### config.mk
export PLATFORM = sky130hd
export DESIGN_NAME = convert_fixed_to_float_flat
export DESIGN_NICKNAME = d
export VERILOG_FILES = /design/src/rtl/convert_fixed_to_float_if.sv /design/src/rtl/convert_fixed_to_float.sv /design/src/flat_wrapper.sv
export SDC_FILE = /design/constraint.sdc
export NUM_CORES = 1
export LEC_CHECK = 0
export BUFFER_PORTS_ARGS = -buffer_cell sky130_fd_sc_hd__buf_2
export CAP_MARGIN = 20
export CELL_PAD_IN_SITES_DETAIL_PLACEMENT = 1
export CELL_PAD_IN_SITES_GLOBAL_PLACEMENT = 1
export CORE_MARGIN = 5
export CORE_UTILIZATION = 25
export CTS_BUF_LIST = sky130_fd_sc_hd__clkbuf_4 sky130_fd_sc_hd__clkbuf_8 sky130_fd_sc_hd__clkbuf_16
export DETAILED_ROUTE_END_ITERATION = 6
export PLACE_DENSITY = 0.54
export SLEW_MARGIN = 20
export SYNTH_ARGS = -nofsm -noshare
export SYNTH_HDL_FRONTEND = slang
export SYNTH_SLANG_ARGS = --single-unit
### constraint.sdc
create_clock -name CLK -period 2.3 [get_ports CLK]
set_input_delay 0 -clock CLK [delete_from_list [all_inputs] [get_ports CLK]]
set_output_delay 0 -clock CLK [all_outputs]
set_load 0.03 [all_outputs]
### src/rtl/convert_fixed_to_float_if.sv
// Handshake and data bundle for the fixed-to-float converter.
//   Begin_FSM_FF : start request (master -> slave)
//   Fixed        : W-bit two's-complement input word (master -> slave)
//   Float        : IEEE-754 single-precision result (slave -> master)
//   ACK_FF       : conversion complete, high throughout DONE (slave -> master)
interface convert_fixed_to_float_if #(
  parameter int unsigned W = 32
);
  logic         Begin_FSM_FF;
  logic [W-1:0] Fixed;
  logic [31:0]  Float;
  logic         ACK_FF;

  modport master (
    output Begin_FSM_FF,
    output Fixed,
    input  Float,
    input  ACK_FF
  );

  modport slave (
    input  Begin_FSM_FF,
    input  Fixed,
    output Float,
    output ACK_FF
  );
endinterface

### src/rtl/convert_fixed_to_float.sv
// Multi-cycle signed fixed-point to IEEE-754 single-precision converter.
// Normalizes the magnitude by one left shift per cycle, then packs sign,
// biased exponent and truncated mantissa into the Float register.
//   CLK    : system clock, rising edge
//   RST_FF : asynchronous active-high reset
//   bus    : slave side of convert_fixed_to_float_if (Begin/Fixed in,
//            Float/ACK out)
module convert_fixed_to_float #(
  parameter int unsigned W    = 32,
  parameter int unsigned FRAC = 26
) (
  input  logic                     CLK,
  input  logic                     RST_FF,
  convert_fixed_to_float_if.slave  bus
);

  localparam int unsigned CNT_W    = $clog2(W);
  // Exponent of a value whose leading one sits at mag_r[W-1] with no shifts.
  localparam int unsigned EXP_BIAS = 127 + W - 1 - FRAC;

  localparam logic [1:0] IDLE = 2'd0;
  localparam logic [1:0] NORM = 2'd1;
  localparam logic [1:0] PACK = 2'd2;
  localparam logic [1:0] DONE = 2'd3;

  logic [1:0]       state,   state_nxt;
  logic             sign_r,  sign_nxt;
  logic [W-1:0]     mag_r,   mag_nxt;
  logic [CNT_W-1:0] cnt,     cnt_nxt;
  logic [31:0]      float_r, float_nxt;
  logic             ack_r;
  logic [7:0]       exp_c;

  // Parameter limits keep the exponent in 1..254, so 8-bit wraparound
  // arithmetic yields the same bits as the full 9-bit difference.
  assign exp_c = 8'(EXP_BIAS) - 8'(cnt);

  // Next-state and datapath update.
  always_comb begin
    state_nxt = state;
    sign_nxt  = sign_r;
    mag_nxt   = mag_r;
    cnt_nxt   = cnt;
    float_nxt = float_r;
    case (state)
      IDLE: begin
        if (bus.Begin_FSM_FF) begin
          sign_nxt  = bus.Fixed[W-1];
          // W-bit negate: the most negative input maps to 2^(W-1) cleanly.
          mag_nxt   = bus.Fixed[W-1] ? W'(~bus.Fixed + W'(1)) : bus.Fixed;
          cnt_nxt   = '0;
          state_nxt = NORM;
        end
      end
      NORM: begin
        if ((mag_r == '0) || mag_r[W-1]) begin
          state_nxt = PACK;
        end else begin
          mag_nxt = {mag_r[W-2:0], 1'b0};
          cnt_nxt = cnt + CNT_W'(1);
        end
      end
      PACK: begin
        // Zero forces +0; otherwise drop the hidden bit and truncate.
        if (mag_r == '0) begin
          float_nxt = 32'h0000_0000;
        end else begin
          float_nxt = {sign_r, exp_c, mag_r[W-2:W-24]};
        end
        state_nxt = DONE;
      end
      DONE: begin
        if (!bus.Begin_FSM_FF) begin
          state_nxt = IDLE;
        end
      end
      default: begin
        state_nxt = IDLE;
      end
    endcase
  end

  // State and datapath registers; ACK tracks entry into DONE.
  always_ff @(posedge CLK or posedge RST_FF) begin
    if (RST_FF) begin
      state   <= IDLE;
      sign_r  <= 1'b0;
      mag_r   <= '0;
      cnt     <= '0;
      float_r <= 32'h0000_0000;
      ack_r   <= 1'b0;
    end else begin
      state   <= state_nxt;
      sign_r  <= sign_nxt;
      mag_r   <= mag_nxt;
      cnt     <= cnt_nxt;
      float_r <= float_nxt;
      ack_r   <= (state_nxt == DONE);
    end
  end

  assign bus.Float  = float_r;
  assign bus.ACK_FF = ack_r;

endmodule

### src/flat_wrapper.sv
// flat-port wrapper written by rule: the top's interface ports become plain ports
module convert_fixed_to_float_flat 
#(
  parameter int unsigned W    = 32,
  parameter int unsigned FRAC = 26
)
  (CLK, RST_FF, bus_Begin_FSM_FF, bus_Fixed, bus_Float, bus_ACK_FF);
  convert_fixed_to_float_if #(.W(W)) bus_i ();
  input  logic CLK;
  input  logic RST_FF;
  input wire logic [$bits(bus_i.Begin_FSM_FF)-1:0] bus_Begin_FSM_FF;
  input wire logic [$bits(bus_i.Fixed)-1:0] bus_Fixed;
  output wire logic [$bits(bus_i.Float)-1:0] bus_Float;
  output wire logic [$bits(bus_i.ACK_FF)-1:0] bus_ACK_FF;
  assign bus_i.Begin_FSM_FF = bus_Begin_FSM_FF;
  assign bus_i.Fixed = bus_Fixed;
  assign bus_Float = bus_i.Float;
  assign bus_ACK_FF = bus_i.ACK_FF;
  convert_fixed_to_float #(.W(W), .FRAC(FRAC)) u_core (.CLK(CLK), .RST_FF(RST_FF), .bus(bus_i));
endmodule
### Word-level counts from Yosys, hierarchy flattened

Index checks and enable logic that the tools add are counted.

| word-level totals | value |
|---|---|
| logic and storage cells | 34 |
| flip-flop bits (word level) | 73 |
| input bits | 35 |

| operators by class | value |
|---|---|
| bitwise logic cells | 1 |
| mux-type cells | 12 |
| equal/unequal tests | 6 |
| reductions and logical operators | 6 |
| add/sub/neg operators | 3 |

Operators with widths:

| cell | count |
|---|---|
| $mux W32 | 4 |
| $pmux W32 S2 | 1 |
| $add A32 B1 Y32 const B | 1 |
| $logic_not A32 Y1 | 1 |
| $not A32 Y32 | 1 |
| $mux W5 | 2 |
| $pmux W5 S2 | 1 |
| $pmux W2 S4 | 1 |
| $sub A8 B5 Y8 const A | 1 |
| $eq A2 B2 Y1 const B | 3 |
| $mux W2 | 3 |
| $add A5 B1 Y5 const B | 1 |
| $ne A2 B2 Y1 const B | 2 |
| $reduce_and A3 Y1 | 1 |
| $eq A2 B1 Y1 const B | 1 |
| $logic_not A2 Y1 | 1 |
| $reduce_and A2 Y1 | 1 |
| $reduce_bool A2 Y1 | 1 |
| $logic_or A1 B1 Y1 | 1 |

### Depth between registers and ports, before layout

Gate-level depths: netlist of the first run.

| depth | value |
|---|---|
| depth in word-level cells | 5 |
| depth in mapped cells | 9 |
| depth with buffers taken out | 8 |

### Least setup slack after synthesis of the first run

OpenSTA, ideal clock, no wires.

| timing path | value |
|---|---|
| kind | flip-flop to flip-flop |
| start | reg u_core.mag_r[24] |
| end | reg u_core.mag_r[21] |
| buffers on the path | 2 |
| library setup time | 0.094 ns |
| stages on the path, launching flop included | 9 |
| slack | 0.316 ns |
| arrival | 1.890 ns |
| cells stage by stage | dfrtp_1 -> nor4_1 -> nand4_1 -> o21ai_1 -> and2_1 -> clkbuf_1 -> clkbuf_1 -> nor3_1 -> a211oi_1 |

| between the ends | value |
|---|---|
| word-level cells in the longest chain between the ends | 4 |

RTL lines:

| element | RTL line | text |
|---|---|---|
| start, declared | convert_fixed_to_float.sv:28 | `logic [W-1:0] mag_r, mag_nxt;` |
| start signal, assigned | convert_fixed_to_float.sv:95 | `mag_r <= mag_nxt;` |
| $logic_not A32 Y1 | convert_fixed_to_float.sv:56 | `if ((mag_r == '0) \|\| mag_r[W-1]) begin` |
| $logic_or A1 B1 Y1 | convert_fixed_to_float.sv:56 |  |
| $ne A2 B2 Y1 (no line) | n/a |  |
| $reduce_and A3 Y1 (no line) | n/a |  |

Every way passes these cells.
A chain may end at the register's enable or synchronous reset.

### Worst setup path after layout of the first run

| timing path | value |
|---|---|
| start | reg u_core.mag_r[17] |
| end | reg u_core.mag_r[16] |

The elaborated chain is that of the path after synthesis.

==> results of run 1 <==
[per-stage QoR]
step | total power [mW] | instance area, µm² | std cells | util [%]
floorplan | 4.32 | 3870 | 395 | -
global placement | 5.44 | 4490 | 647 | 29.6
detailed placement | 5.52 | 4490 | 647 | 29.6
CTS | 6.99 | 4820 | 666 | 31.7
global route | 7.38 | 4830 | 666 | 31.8
finish | 6.88 | 4830 | 666 | 31.8
[timing repair]
action                                  CTS  global route
hold buffers                              3             0
endpoints found under the setup margin    0            25
resized for setup                         0             2
setup buffers                             0             0
hold endpoints to repair                 26             0
[routing by layer]
metal	track usage (%)	wire, µm
met4	3.73	127
met5	0	0
met2	21.2	5210
met1	18.2	5780
met3	2.35	368
[cell type report]
class / count / area share (%)
Clock buffer: 13 / 5.41
Clock inverter: 3 / 0.828
Inverter: 9 / 0.699
Multi-Input combinational cell: 285 / 38.7
Sequential cell: 73 / 37.8
Tap cell: 188 / 4.87
Timing Repair Buffer: 95 / 11.7
[worst max-delay path: stages, from the launching register on]
cell	delay (ns)
dfrtp_1	0.39
nor4_2	0.33
buf_4	0.17
nand4_1	0.16
o21ai_2	0.28
and2_1	0.24
buf_12	0.17
buf_4	0.13
nand2_1	0.05
o21ai_1	0.12
[flip-flops by register name (all words and copies together), names as in the netlist]
signal and count:
u_core.bus.Float 32, u_core.mag_r 32, u_core.cnt 5, u_core.state 2
u_core.bus.ACK_FF 1, u_core.sign_r 1
[kinds of logic (layout without fill, tap and decap cells)]
family                     after synthesis  count (layout)  synth area share (%)
AOI/OAI and AO/OA                      124             124                  23.0
buffers and inverters                   37             120                  4.94
muxes                                    5               5                  1.29
adders and majority gates                3               3                 0.969
and+or+nand+nor                        122             122                  15.7
xor gates and xnor gates                31              31                  7.01
DFF                                     73              73                  47.1
[path summary, 6_finish.rpt]
path                             startpoint               end  slack [ns]  depth (start not counted)
min in group asynchronous            RST_FF  u_core.mag_r[21]        0.26                          3
max                        u_core.mag_r[17]  u_core.mag_r[16]        0.16                          9
max reg2reg                u_core.mag_r[17]  u_core.mag_r[16]        0.16                          9
min                           bus_Fixed[17]  u_core.mag_r[17]        0.02                          4
max in group asynchronous            RST_FF   u_core.mag_r[2]        1.26                          4
min reg2reg                   u_core.sign_r     u_core.sign_r        0.48                          2
[report_power, final]
group,switching (mW),internal (mW),leakage (nW)
Clock,0.528,0.902,0.154
Sequential,0.488,1.88,0.909
Combinational,1.91,1.17,1.10
[cell usage after synthesis (2+ instances only)]
library cell  instances  area, µm²
xnor2_1              19        166
a32o_1                2       20.0
a22o_1               30        263
o41ai_2               7        114
nor2_1               34        128
mux2i_1               5       50.1
a211oi_1              5       37.5
nor4_1                9       56.3
o31ai_1               9       67.6
and2_1                2       12.5
nand3_1               4       20.0
nor3_1                7       35.0
ha_1                  3       37.5
nand4_1               2       12.5
nor2b_1               2       12.5
or2_4                 2       17.5
a31oi_1               2       12.5
nand2_1              40        150
or3_4                 4       45.0
nand2b_1              2       12.5
o21ai_1              11       55.1
or4_4                 3       33.8
or3_1                 8       50.1
o21ai_0              40        200
xor2_1               12        105
dfrtp_1              73       1830
buf_6                 3       33.8
clkbuf_1             23       86.3
inv_1                 9       33.8
a21oi_1              10       50.1
==> results.md, run 1 <==
* Outcome: complete, no violations
* Main synth FF type: dfrtp_1
* Post-DP HPWL at 8.59 mm
* Final hold vios at 0
* DR pass1 iterations at 4
* Most common cell after layout, fill and taps aside: dfrtp_1
* Routed wire length at 11.5 mm
* Final setup fails at 0
* Post-synthesis net count at 433
* Total CTS buffers at 9
* Fill count at 1770
* Clk pin slew, worst setup/hold paths at 0.06 ns
* Pwr per Cell Area at 1420 nW/µm²
* Slew margin rel. at 54.9%
* Multi-input logic area at 1870 µm²
* Largest net degree at the start of global routing at 35
* Hold WS at 0.0230 ns
* FF+latch area at 1830 µm²
* Final-report max-slew violation count at 0
* H-tree depth at 3
* Synthesized instance count at 395
* Initial DRC count at 163
* Worst Path Max Fanout at 17
* WP data arrival at 2.37 ns
* N_diodes at 0
* VDD IR max at 427 µV
* Worst-margin pin slew at 0.677 ns
* Area Overhead vs Synth at 24.8%
* I/O pin total at 68
* Dpl ws at 0.0460 ns
* Die Footprint at 18100 µm²
* Avg Inst Size Synth at 9.81 µm²
* CTS Sinks at 73
* RSZ-0062 raised after global routing: no
* Share of layout cells above drive strength 1 at 27.8%
* Core Area at 15200 µm²
* Most frequent cells in the layout: dfrtp_1 (73), buf_2 (67), nand2_1 (40), o21ai_0 (40), nor2_1 (32)
* Final Cycle Share at 92.9%
* Worst endpoint required time at 2.54 ns
* Syn. warnings at 0
* Setup TNS at 0 ns
* Post-route ant nets at 0
* Post-synth EDFFs at 0
* Register area share after synthesis at 47.1%
* Critical path class: flip-flop to flip-flop
* GP Congestion at 0.715
* Min cycle time layout at 2.14 ns
* Initial antenna violation count at 0
* Startpoint class of the critical path: flip-flop
* CTS tree: done
* CP Capture Type: flip-flop
* Worst Slack Setup Final at 0.163 ns
* Async set-reset flop share out of synthesis at 100%
* Vias in the first global route at 3415
* Die X at 135 µm
* Worst skew pair latency at 0.33 ns
* Hold Crit Class: input pin to flip-flop
* LEAKAGE at 2.16 nW
* Congestion Overflow GR at 0
* Layout Nets at 511
* Gr usage total at 13.2%
* Fmax at 0.468 GHz
* Residual DRC at 0
* First-pass GRT wire length at 18.9 mm
* Netlist Area Pre-Place at 3870 µm²
* Port Buf Inserts at 67
* Maximum clock insertion buffer count at 2
* Site Rows at 45
* Die Y at 135 µm
* Maxcap violations at 0
* Drt via density at 4.97
* Root Driver: clkbuf_16
* Starting density of the core at 25.5%
* Yosys cell types at 43
* DR WL/cell at 17.2 µm
* Vias at 3310
* Register bit total from synthesis at 73
* Clock skew at 0.00628 ns
(Power assumes the default switching activity.)
==> run 2: changes to the inputs <==
CORE_MARGIN = 1.5   (was 5)
==> run 2 against run 1 <==
Effect of this change:
- worst hold slack improved by 0.0077 ns
- register-to-register slack better by 0.06 ns
- global-route usage is 2.0 points higher
- clock skew is 0.00064 ns higher
- combinational power shrank 2%
- final cell count fell by 1.2%
- fmax grew 3.0%
==> results.md, run 2 (synthesis results as in run 1) <==
* Outcome: complete, no violations
* Non-Filler Instances at 658
* CTS Sinks at 73
* End point of the critical path: u_core.mag_r[27]
* CP max stage delay at 0.42 ns
* Congestion Overflow GR at 0
* Clock skew at 0.00692 ns
* Hold depth at 4
* Critical Path Start: u_core.mag_r[17]
* I/O pin total at 68
* Final Cycle Share at 90.2%
* Hold WS at 0.0307 ns
* Min cycle time layout at 2.07 ns
* Worst endpoint required time at 2.55 ns
* Die Y at 128 µm
* Post-route ant nets at 0
* Core Area at 15100 µm²
* Total CTS buffers at 9
* GP Congestion at 0.783
* Largest net degree at the start of global routing at 35
* Gr usage total at 15.1%
* Reg-to-reg critical path endpoint: u_core.mag_r[27]
* Share of layout cells above drive strength 1 at 26.4%
* Startpoint class of the critical path: flip-flop
* Final-report max-slew violation count at 0
* Die X at 128 µm
* Initial antenna violation count at 0
* Layout Nets at 503
* Util after Layout at 32.1%
* Maxcap violations at 0
* Most frequent cells in the layout: dfrtp_1 (73), buf_2 (67), nand2_1 (40), o21ai_0 (40), nor2_1 (32)
* RR Startpoint: u_core.mag_r[17]
* Vias in the first global route at 3339
* Hold Crit Class: input pin to flip-flop
* Clk pin slew, worst setup/hold paths at 0.06 ns
* Routed wire length at 11.6 mm
* H-tree depth at 3
* Placed Cells at 639
* N_diodes at 0
* Worst-margin pin slew at 0.774 ns
* Starting density of the core at 25.6%
* FF-to-FF setup slack at 0.23 ns
* Worst skew pair latency at 0.34 ns
* Vias at 3302
* Worst path slowest cell: dfrtp_1
* Most common cell after layout, fill and taps aside: dfrtp_1
* CP Capture Type: flip-flop
* Critical Path Most Common Cell: buf_4
* VDD IR max at 471 µV
* Maximum clock insertion buffer count at 2
* R2R cell count at 8
* Site Rows at 45
* Post-DP HPWL at 8.28 mm
* Port Buf Inserts at 67
* Cell Chain, Critical Path: nor4_2 > buf_4 > nand4_1 > o21ai_1 > and2_1 > buf_4 > nor3_1 > a211oi_1
* Initial DRC count at 155
* DR pass1 iterations at 4
* WP data arrival at 2.32 ns
* Pwr per Cell Area at 1460 nW/µm²
* LEAKAGE at 2.15 nW
* Residual DRC at 0
* CTS tree: done
* Drt via density at 5.02
* Final setup fails at 0
* Critical path class: flip-flop to flip-flop
* Area Overhead vs Synth at 25.3%
* Worst Path Max Fanout at 7
* Fmax at 0.482 GHz
* RSZ-0062 raised after global routing: no
* Root Driver: clkbuf_16
* First-pass GRT wire length at 18.9 mm
* DR WL/cell at 17.6 µm
* Final hold vios at 0
* Die Footprint at 16300 µm²
* Setup TNS at 0 ns
* Slew margin rel. at 48.3%
* Power, Total at 7.08 mW
-- run 2: cell count changes in the layout (fill, tap and decap cells not counted) --
cell	before	now
buf_12	1	4
o21ai_1	10	11
clkinv_2	2	1
clkinvlp_4	0	1
buf_4	24	13
o21ai_2	2	1
clkbuf_4	3	1
bufinv_16	1	3
-- run 2: stage by stage --
step                setup slack, ns  area [µm²]
floorplan                     0.316        3870
global placement              0.148        4470
detailed placement            0.170        4470
CTS                           0.153        4850
global route                 0.0553        4860
finish                        0.225        4860
-- run 2: worst min-delay path by stage --
| stage | from | end | slack [ns] |
|---|---|---|---|
| after floorplan | bus_Begin_FSM_FF | u_core.state[0] | 0.14 |
| after global placement | RST_FF | u_core.bus.ACK_FF | 0.02 |
| after detailed placement | RST_FF | u_core.bus.ACK_FF | 0.02 |
| after CTS | bus_Fixed[24] | u_core.mag_r[24] | 0.02 |
| after global routing | bus_Fixed[30] | u_core.mag_r[30] | 0.05 |
| final | bus_Fixed[24] | u_core.mag_r[24] | 0.03 |
-- run 2: layer usage --
layer	wire length, µm	up-vias	GRT usage [%]	share of wire, %
li1	-	1568	-	-
met1	5880	1668	21.2	51
met2	5230	52	23.4	45
met3	259	14	2.18	2.2
met4	234	0	6.28	2.0
met5	0	-	0	0
-- run 2: timing repair --
item,CTS,global route
resized for setup,0,1
setup endpoints to repair,0,6
hold buffers,3,0
endpoints found under the hold margin,18,0
buffers inserted,0,0
-- run 2: critical path: cells and delay by family, from the launching register on --
family,cells,cell delay (ns)
and+or+nand+nor,4,0.72
AOI/OAI and AO/OA,2,0.49
DFF,1,0.42
buffers and inverters,2,0.35
-- run 2: area by class of cell --
| class | instances | area, µm² |
|---|---|---|
| inverters | 9 | 33.8 |
| well taps | 188 | 235 |
| flip-flops and latches | 73 | 1830 |
| clock buffers | 11 | 246 |
| repair buffers | 87 | 543 |
| fillers | 1734 | 10300 |
| multi-input cells | 285 | 1870 |
| clock inverters | 5 | 103 |
-- run 2: power by group --
group | switching, mW | internal (mW)
registers | 0.524 | 1.88
clock network | 0.556 | 1.10
logic | 1.88 | 1.14
==> run 3: changes to the inputs <==
CORE_UTILIZATION = 43   (was 25)
PLACE_DENSITY = 0.83   (was 0.54)
==> run 3 against run 2 <==
Effect of this change:
- setup slack lost 0.040 ns
- power shrank 13%
- highest routed layer unchanged
- die area fell by 41%
- largest power group unchanged
- critical path type unchanged
- sequential share of layout area up 2.7 points
==> results.md, run 3 (synthesis results as in run 1) <==
* Outcome: complete, no violations
* DR pass1 iterations at 4
* Final setup fails at 0
* GR Layer Usage met2 at 37.1%
* Startpoint class of the critical path: flip-flop
* Layout Nets at 501
* First-pass GRT wire length at 17.3 mm
* Share of layout cells above drive strength 1 at 25.9%
* Initial DRC count at 108
* Port Buf Inserts at 67
* Worst endpoint required time at 2.51 ns
* Critical Path Most Common Cell: buf_4
* Drt via density at 5.79
* Worst path buffer plus inverter count at 2
* Gr usage total at 22.5%
* CTS Sinks at 73
* Die X at 97.9 µm
* Dpl ws at 0.0689 ns
* Setup TNS at 0 ns
* Residual DRC at 0
* Placed Cells at 556
* Final Cycle Share at 91.9%
* R2R cell count at 7
* Fmax at 0.473 GHz
* CP max stage delay at 0.43 ns
* Slew margin rel. at 53.5%
* RSZ-0062 raised after global routing: no
* H-tree depth at 3
* Area Overhead vs Synth at 16.8%
* Congestion Overflow GR at 0
* Most common cell after layout, fill and taps aside: dfrtp_1
* Starting density of the core at 44.4%
* RR Startpoint: u_core.mag_r[17]
* Total CTS buffers at 9
* Worst Path Max Fanout at 31
* Largest net degree at the start of global routing at 47
* DR WL/cell at 17.8 µm
* Initial antenna violation count at 0
* FF-to-FF setup slack at 0.19 ns
* FF+latch area at 1830 µm²
* Pwr per Cell Area at 1360 nW/µm²
* Root Driver: clkbuf_8
* GR Util met3 at 4.22%
* Hold depth at 4
* HP Start: bus_Fixed[17]
* Worst Slack Setup Final at 0.186 ns
* VDD IR max at 599 µV
* Worst skew pair latency at 0.35 ns
* Post-DP HPWL at 7.35 mm
* N_diodes at 0
* Maxcap violations at 0
* GP Congestion at 0.785
* Final-report max-slew violation count at 0
* CTS tree: done
* Hold Crit Class: input pin to flip-flop
* Worst-margin pin slew at 0.698 ns
* Min cycle time layout at 2.11 ns
* Die Footprint at 9590 µm²
* CP Capture Type: flip-flop
* Site Rows at 34
* WP data arrival at 2.33 ns
* Routed wire length at 10.2 mm
* Vias in the first global route at 3464
* Critical path class: flip-flop to flip-flop
* Min-Delay Endpoint: u_core.mag_r[17]
* Clock skew at 0.00816 ns
* Clk pin slew, worst setup/hold paths at 0.07 ns
* Cell Chain, Critical Path: nor4_1 > buf_4 > nand4_1 > o21ai_2 > and2_1 > buf_4 > o21ai_0
* Final hold vios at 0
* Non-Filler Instances at 576
* Fill count at 1023
* Multi-input logic area at 1870 µm²
* Most frequent cells in the layout: dfrtp_1 (73), buf_2 (67), nand2_1 (40), o21ai_0 (40), nor2_1 (32)
* Core Area at 8720 µm²
* Vias at 3335
* Delay-heaviest family, CP: simple AND/OR/NAND/NOR gates
* Reg-to-reg critical path endpoint: u_core.mag_r[3]
* Die Y at 97.9 µm
* M1 GR Usage at 30.3%
* I/O pin total at 68
* Worst path slowest cell: dfrtp_1
* Maximum clock insertion buffer count at 2
* Most used routing layer: met2
* Post-route ant nets at 0
* LEAKAGE at 2.05 nW
[run 3: cell types whose count changed in the layout (fill, tap and decap cells not counted), moves of 2 or more]
| cell | previous run | this run |
|---|---|---|
| clkbuf_16 | 9 | 0 |
| clkinv_2 | 1 | 4 |
| clkbuf_8 | 1 | 9 |
| clkbuf_4 | 1 | 3 |
| bufinv_16 | 3 | 0 |
| buf_12 | 4 | 1 |
[run 3: final cells by class]
type	count	share of cell area [%]
timing repair buffer	85	10.9
inverter	9	0.746
clock buffer	12	3.23
clock inverter	4	0.442
tap	108	2.99
sequential	73	40.4
multi-input combinational	285	41.3
[run 3: layer usage]
| metal | wire length, µm | vias to the layer above |
|---|---|---|
| met3 | 465 | 8 |
| met2 | 5070 | 87 |
| met1 | 4590 | 1681 |
| li1 | - | 1559 |
| met5 | 0 | - |
| met4 | 107 | 0 |
[run 3: worst reg2reg max path, delay by kind of cell, from the launching register on]
kind                   cells  cell delay, ns
AO/OA/AOI/OAI              2            0.44
buffers and inverters      2            0.46
flip-flops                 1            0.43
AND/OR/NAND/NOR            3            0.65
[run 3: power breakdown]
| part | internal (mW) | switching (mW) |
|---|---|---|
| clock | 0.421 | 0.462 |
| sequential | 1.88 | 0.504 |
| combinational | 1.04 | 1.84 |
| total | 3.34 | 2.81 |
[run 3: repair_timing]
action	4_1_cts	5_1_grt
hold buffers	4	0
setup buffers	0	0
endpoints found under the setup margin	0	24
endpoints found under the hold margin	32	0
resized for setup	0	1
[run 3: worst max path at each step]
stage | from | end | slack (ns) | depth (start not counted)
detailed placement | bus_Fixed[0] | u_core.mag_r[30] | 0.07 | 9
floorplan | u_core.mag_r[24] | u_core.mag_r[21] | 0.32 | 8
global placement | bus_Fixed[0] | u_core.mag_r[30] | 0.16 | 9
finish | u_core.mag_r[17] | u_core.mag_r[3] | 0.19 | 7
CTS | u_core.mag_r[17] | u_core.bus.Float[0] | 0.09 | 7
global route | u_core.mag_r[17] | u_core.mag_r[5] | 0.03 | 7
[run 3: stage by stage]
stage	total power [mW]	hold slack [ns]	utilization (%)	cell area, µm²
6_report	6.15	0.00518	51.9	4530
5_1_grt	6.58	0.0393	51.9	4530
4_1_cts	6.18	0.00758	51.8	4520
3_5_place_dp	5.28	0.0984	49.4	4310
3_3_place_gp	5.12	0.0970	49.4	4310
2_1_floorplan	4.32	0.144	-	3870
